--- config.mk ---
export PLATFORM = sky130hd
export DESIGN_NAME = bus_transaction_unit
export DESIGN_NICKNAME = d
export VERILOG_FILES = /design/src/rtl/bus_transaction_unit_pkg.sv /design/src/rtl/bus_transaction_unit_decoder.sv /design/src/rtl/bus_transaction_unit.sv
export SDC_FILE = /design/constraint.sdc
export NUM_CORES = 1
export LEC_CHECK = 0
export CORE_ASPECT_RATIO = 1.2
export CORE_MARGIN = 4
export CORE_UTILIZATION = 45
export DETAILED_ROUTE_END_ITERATION = 8
export GPL_ROUTABILITY_DRIVEN = 0
export PLACE_DENSITY = 0.85
export SLEW_MARGIN = 20
export SYNTH_ARGS = -nofsm -noshare
export SYNTH_HDL_FRONTEND = slang
export SYNTH_SLANG_ARGS = --single-unit
export TNS_END_PERCENT = 5
--- constraint.sdc ---
create_clock -name clk -period 6.6 [get_ports clk]
set_input_delay 1.32 -clock clk [delete_from_list [all_inputs] [get_ports clk]]
set_output_delay 1.32 -clock clk [all_outputs]
set_load 0.03 [all_outputs]
--- src/rtl/bus_transaction_unit_pkg.sv ---
// bus_transaction_unit_pkg: transaction codes and bus-unit states/lane-enable constants
package transactionGroup;
  typedef enum logic [3:0] {
    NO_OP, READ, WRITE_BYTE0, WRITE_BYTE1, WRITE_BYTE2, WRITE_BYTE3,
    WRITE_WORD0, WRITE_WORD1, WRITE_DWORD
  } controlBus;
endpackage

package busUnitPkg;
  typedef enum logic {IDLE, ACCESS} busStates;
  localparam logic [3:0] BE_NONE  = 4'b0000;
  localparam logic [3:0] BE_READ  = 4'b1111;
  localparam logic [3:0] BE_BYTE0 = 4'b0001;
  localparam logic [3:0] BE_BYTE1 = 4'b0010;
  localparam logic [3:0] BE_BYTE2 = 4'b0100;
  localparam logic [3:0] BE_BYTE3 = 4'b1000;
  localparam logic [3:0] BE_WORD0 = 4'b0011;
  localparam logic [3:0] BE_WORD1 = 4'b1100;
  localparam logic [3:0] BE_DWORD = 4'b1111;
endpackage

--- src/rtl/bus_transaction_unit_decoder.sv ---
// transaction_lane_decoder: maps a transaction code to lane enables, steered store data and access kind
module transaction_lane_decoder
  import transactionGroup::*;
  import busUnitPkg::*;
(
  input  transactionGroup::controlBus transactionControl,
  input  logic [31:0]                 writeData,
  output logic [3:0]                  byteEnable,
  output logic [31:0]                 steeredData,
  output logic                        isRead,
  output logic                        isWrite
);
  logic w_byte;
  logic w_word;
  assign w_byte = transactionControl inside {WRITE_BYTE0, WRITE_BYTE1, WRITE_BYTE2, WRITE_BYTE3};
  assign w_word = transactionControl inside {WRITE_WORD0, WRITE_WORD1};
  assign steeredData = w_byte ? {4{writeData[7:0]}} : w_word ? {2{writeData[15:0]}} : writeData;
  always_comb begin
    byteEnable = BE_NONE;
    isRead = 1'b0;
    isWrite = 1'b1;
    case (transactionControl)
      READ: begin
        byteEnable = BE_READ;
        isRead = 1'b1;
        isWrite = 1'b0;
      end
      WRITE_BYTE0: byteEnable = BE_BYTE0;
      WRITE_BYTE1: byteEnable = BE_BYTE1;
      WRITE_BYTE2: byteEnable = BE_BYTE2;
      WRITE_BYTE3: byteEnable = BE_BYTE3;
      WRITE_WORD0: byteEnable = BE_WORD0;
      WRITE_WORD1: byteEnable = BE_WORD1;
      WRITE_DWORD: byteEnable = BE_DWORD;
      default: isWrite = 1'b0;
    endcase
  end
endmodule

--- src/rtl/bus_transaction_unit.sv ---
// bus_transaction_unit: runs one controller memory transaction on the req/ack memory bus,
// stalling the controller for the access and aborting it after TIMEOUT_CYCLES without ack.
module bus_transaction_unit
  import transactionGroup::*;
  import busUnitPkg::*;
#(
  parameter int TIMEOUT_CYCLES = 255
) (
  input  logic                        clk,
  input  logic                        reset,
  input  transactionGroup::controlBus transactionControl,
  input  logic [31:0]                 address,
  input  logic [31:0]                 writeData,
  output logic                        stall,
  output logic [31:0]                 readData,
  output logic                        busError,
  output logic [29:0]                 memAddress,
  output logic [3:0]                  memByteEnable,
  output logic [31:0]                 memWriteData,
  output logic                        memRead,
  output logic                        memWrite,
  input  logic [31:0]                 memReadData,
  input  logic                        memAck
);
  localparam int CW = $clog2(TIMEOUT_CYCLES + 1);
  busStates    r_state;
  logic [CW-1:0] r_count;
  logic [31:0] r_readData;
  logic        r_busError;
  logic [29:0] r_memAddress;
  logic [3:0]  r_memByteEnable;
  logic [31:0] r_memWriteData;
  logic        r_memRead;
  logic        r_memWrite;
  logic [3:0]  w_be;
  logic [31:0] w_data;
  logic        w_isRead;
  logic        w_isWrite;
  logic        w_req;
  logic        w_timeout;
  logic        w_unused;
  transaction_lane_decoder u_decoder (
    .transactionControl(transactionControl),
    .writeData         (writeData),
    .byteEnable        (w_be),
    .steeredData       (w_data),
    .isRead            (w_isRead),
    .isWrite           (w_isWrite)
  );
  assign w_unused  = ^address[1:0];
  assign w_req     = w_isRead | w_isWrite;
  // r_count holds the ack-less cycles already spent, so the current one is the last allowed
  assign w_timeout = !memAck && (r_count == CW'(TIMEOUT_CYCLES - 1));
  assign stall     = (r_state == IDLE) ? w_req : !(memAck || w_timeout);
  assign readData      = r_readData;
  assign busError      = r_busError;
  assign memAddress    = r_memAddress;
  assign memByteEnable = r_memByteEnable;
  assign memWriteData  = r_memWriteData;
  assign memRead       = r_memRead;
  assign memWrite      = r_memWrite;
  always_ff @(posedge clk or posedge reset) begin
    if (reset) begin
      r_state         <= IDLE;
      r_count         <= '0;
      r_readData      <= '0;
      r_busError      <= 1'b0;
      r_memAddress    <= '0;
      r_memByteEnable <= '0;
      r_memWriteData  <= '0;
      r_memRead       <= 1'b0;
      r_memWrite      <= 1'b0;
    end else begin
      r_busError <= 1'b0;
      case (r_state)
        IDLE: if (w_req) begin
          r_state         <= ACCESS;
          r_count         <= '0;
          r_memAddress    <= address[31:2];
          r_memByteEnable <= w_be;
          r_memWriteData  <= w_data;
          r_memRead       <= w_isRead;
          r_memWrite      <= w_isWrite;
        end
        ACCESS: if (memAck) begin
          r_state    <= IDLE;
          r_memRead  <= 1'b0;
          r_memWrite <= 1'b0;
          if (r_memRead) r_readData <= memReadData;
        end else if (w_timeout) begin
          r_state    <= IDLE;
          r_memRead  <= 1'b0;
          r_memWrite <= 1'b0;
          r_busError <= 1'b1;
          if (r_memRead) r_readData <= '0;
        end else begin
          r_count <= r_count + 1'b1;
        end
        default: r_state <= IDLE;
      endcase
    end
  end
endmodule

==> Implementation_results.wiki <==
{| class="wikitable"
! Metric !! Value
|-
| Result of the run || finished, final reports clean
|-
| Worst Max-Slew Pin Slew || ~930 ps
|-
| Number of flip-flops and latches in the synthesized netlist || 110
|-
| Die height || ~120 um
|-
| Clock H-tree levels || 3
|-
| Buffer type at the clock tree root || sky130_fd_sc_hd__clkbuf_16
|-
| Starting density of the core || 46.42%
|-
| Classification of the worst setup path || primary input to output pin
|-
| RSZ-0062 raised after global routing || false
|-
| Remaining design rule violation count || 0
|-
| Total power divided by cell area || a little over 400 nW/um^2
|-
| Final setup violation count || 0
|-
| Shortest clock period the worst path allows after layout || approximately 5200 ps
|-
| Largest net degree at the start of global routing || 58
|-
| Number of antenna violations at the first check in global routing || 0
|-
| Die width || 101.2 um
|-
| CTS tree || yes
|-
| Critical Path Fanout Max || 39
|-
| Average cell area after synthesis || roughly 11 um^2
|-
| Share of the clock period used by the worst path after layout || between 70% and 80%
|-
| F_max || between 150 and 200 MHz
|-
| Clock sink count || 110
|-
| Maximum clock insertion buffer count || 2
|-
| Max capacitance violation total || 0
|-
| Relative slew slack || 37.96%
|-
| Via count || just over 4k
|-
| Number of vias per cell || between 5 and 6
|-
| Clk slew on worst S/H paths || 70 ps
|-
| Fin Setup TNS || 0 ps
|-
| Leakage power figure || between 0.003 and 0.004 uW
|-
| Wire length per cell || 17.59 um
|-
| Initial DRC count || between 150 and 200
|-
| Placed wire-length estimate || roughly 10000 um
|-
| Cell area after layout || ~7100 um^2
|-
| Worst hold path cell count || 2
|-
| Count of boundary I/O pins || roughly 200
|-
| Net count of the mapped netlist || between 500 and 600
|-
| Most frequently used flop master after synthesis || sky130_fd_sc_hd__dfrtp_1
|-
| Worst ir drop on vdd || 0.1828 mV
|-
| Number of different library cells in the post-synthesis netlist || 42
|-
| Post-synthesis instance area || 4693 um^2
|-
| Kind of end point of the critical path || output pin
|-
| Share of synthesized area occupied by flip-flops and latches || approximately three fifths
|-
| Insertion delay of the later-clocked pin in the worst-skew pair || 340 ps
|-
| Port buffer count || around 200
|-
| Warning count from the yosys run || 0
|-
| CTS hold repair buffers || 0
|-
| Clock buffer count from CTS || 9
|-
| Reg2reg path depth || 3
|-
| Final layout net count || 740
|-
| Max Transition Viols Final || 0
|-
| Syn-to-layout area delta || 50.33%
|-
| Count of inserted antenna diode cells || 0
|-
| Worst endpoint required time || 5280 ps
|-
| Async set or reset register ratio after synthesis || 100.0%
|-
| Number of global-route vias before repair || about 4.2k
|-
| Number of rows created at floorplan || 40
|-
| EDFF count, synth || 0
|-
| Resized Gates After CTS || 0
|-
| Sort of element at the start of the critical path || primary input
|-
| Fraction of final layout cells with drive strength greater than 1 || 5.469%
|-
| Core box area || 10,110 um^2
|-
| Overall routing resource usage || around 22%
|-
| Routed wire length || 13,480 um
|-
| Setup clock skew after layout || 13.32 ps
|-
| Final hold viol count || 0
|-
| Antenna Nets Post-Route || 0
|-
| Placed cell area || 6723 um^2
|-
| Class of the worst hold path || flip-flop to flip-flop
|-
| Post-CTS Setup Repair Bufs || 0
|-
| Post-Syn Instances || roughly 450
|-
| WP data arrival || 3870 ps
|-
| DIE AREA || around 12,000 um^2
|-
| Final Util || a little over two thirds
|-
| Global route overflow || 0
|-
| Wire length of the first global-routing pass || 21,310 um
|-
| Pre-antenna DRT Iters || 4
|}
==> critical path: stages <==
cell	delay (ps)
sky130_fd_sc_hd__clkdlybuf4s50_1	650
sky130_fd_sc_hd__o31a_1	430
sky130_fd_sc_hd__nor3_2	160
sky130_fd_sc_hd__buf_4	400
sky130_fd_sc_hd__nor2_1	130
sky130_fd_sc_hd__inv_1	90
sky130_fd_sc_hd__clkdlybuf4s50_1	680
==> worst paths after layout <==
path / startpoint / to / slack (ps)
worst max-delay path: transactionControl[2] / stall / 1410
worst min-delay path: memWriteData[6]$_DFFE_PP0P_ / memWriteData[6]$_DFFE_PP0P_ / 480
worst max register to register: r_state$_DFF_PP0_ / memWriteData[22]$_DFFE_PP0P_ / 4310
worst min register to register: memWriteData[6]$_DFFE_PP0P_ / memWriteData[6]$_DFFE_PP0P_ / 480
max in group asynchronous: reset / memAddress[1]$_DFFE_PP0P_ / 3990
min in group asynchronous: reset / readData[18]$_DFFE_PP0P_ / 1430
==> where the power goes <==
part / internal (uW) / leakage, uW / switching, uW / total (uW)
Combinational: 535 / 0.00165 / 711 / 1250
Clock: 371 / 0.000161 / 232 / 603
Sequential: 885 / 0.00139 / 133 / 1020
Total: 1790 / 0.00319 / 1080 / 2870
==> stage by stage <==
| step | worst slack [ps] | instances | total power [uW] | hold slack, ps |
|---|---|---|---|---|
| after floorplan | 2378 | 445 | 1707 | 454.0 |
| after global placement | 1474 | 750 | 2244 | 458.8 |
| after detailed placement | 1416 | 750 | 2277 | 461.8 |
| after CTS | 1406 | 766 | 2891 | 479.3 |
| after global routing | 1259 | 766 | 2997 | 503.1 |
| final | 1414 | 766 | 2867 | 475.7 |
==> flip-flops by register name (all words and copies together) (netlist names) <==
name,cells
memWrite,1
memByteEnable,4
memRead,1
readData,32
busError,1
memWriteData,32
r_state,1
memAddress,30
r_count,8
==> per-layer routing <==
layer,GRT usage (%),vias up,routed length [um]
li1,-,1919,-
met1,26.76,2014,5176
met2,38.09,139,7013
met3,3.547,35,734
met4,11.72,0,552
met5,0,-,0
==> final cells by class <==
cell class | count | area, um^2
tap | 126 | 157.7
timing repair buffer | 207 | 2059
clock inverter | 4 | 95.09
inverter | 3 | 13.76
multi-input combinational | 304 | 1740
fill | 781 | 3054
sequential | 110 | 2753
clock buffer | 12 | 236.5
==> cell usage in the layout (no fill, tap or decap), types with 2 or more instances in the layout <==
master	Yosys	layout
sky130_fd_sc_hd__o22ai_1	8	8
sky130_fd_sc_hd__bufinv_16	0	3
sky130_fd_sc_hd__o22a_1	8	8
sky130_fd_sc_hd__o311ai_0	4	4
sky130_fd_sc_hd__nor2b_1	2	2
sky130_fd_sc_hd__a21o_1	2	2
sky130_fd_sc_hd__a22o_1	32	32
sky130_fd_sc_hd__nand3_1	7	7
sky130_fd_sc_hd__dfrtp_1	110	110
sky130_fd_sc_hd__a21oi_1	3	3
sky130_fd_sc_hd__nand2b_1	2	2
sky130_fd_sc_hd__clkdlybuf4s50_1	0	202
sky130_fd_sc_hd__o21ai_0	15	15
sky130_fd_sc_hd__nor2_1	3	3
sky130_fd_sc_hd__nand2_1	147	147
sky130_fd_sc_hd__buf_4	5	5
sky130_fd_sc_hd__o41ai_1	2	2
sky130_fd_sc_hd__nor3_1	5	4
sky130_fd_sc_hd__ha_1	2	2
sky130_fd_sc_hd__nand4_1	3	3
sky130_fd_sc_hd__mux2i_1	20	20
sky130_fd_sc_hd__o21ai_1	14	14
sky130_fd_sc_hd__o21ai_2	7	7
sky130_fd_sc_hd__inv_1	3	2
sky130_fd_sc_hd__clkbuf_16	0	9
sky130_fd_sc_hd__clkbuf_1	9	3
sky130_fd_sc_hd__nor2_2	2	2
==> cell usage after synthesis (all sizes together) (2+ instances only) <==
| master | count | share of area (%) |
|---|---|---|
| o311ai | 4 | 0.75 |
| nor2b | 2 | 0.27 |
| nand2 | 147 | 12 |
| o22a | 8 | 1.5 |
| mux2i | 20 | 4.3 |
| clkbuf | 9 | 0.72 |
| a22o | 32 | 6.0 |
| or3 | 2 | 0.27 |
| nand3 | 7 | 0.75 |
| ha | 2 | 0.53 |
| nor2 | 6 | 0.75 |
| o22ai | 8 | 1.1 |
| o41ai | 2 | 0.37 |
| dfrtp | 110 | 59 |
| nor4 | 2 | 0.40 |
| xnor2 | 2 | 0.53 |
| nand4 | 3 | 0.40 |
| o21ai | 36 | 4.4 |
| a21o | 2 | 0.32 |
| nor3 | 5 | 0.53 |
| a21oi | 3 | 0.32 |
| buf | 19 | 3.5 |
| nand2b | 2 | 0.27 |
| inv | 3 | 0.24 |
==> cells by family (layout without fill, tap and decap cells) <==
group / count (synthesis) / in the layout / share of synthesized area (%)
AND/OR/NAND/NOR: 178 / 178 / 15.68
flip-flops: 110 / 110 / 58.65
AO/OA/AOI/OAI: 102 / 102 / 15.92
buffers and inverters: 31 / 226 / 4.426
multiplexers: 20 / 20 / 4.265
adder cells (fa/ha/maj): 2 / 2 / 0.5331
XOR/XNOR: 2 / 2 / 0.5333
(Power assumes the default switching activity.)
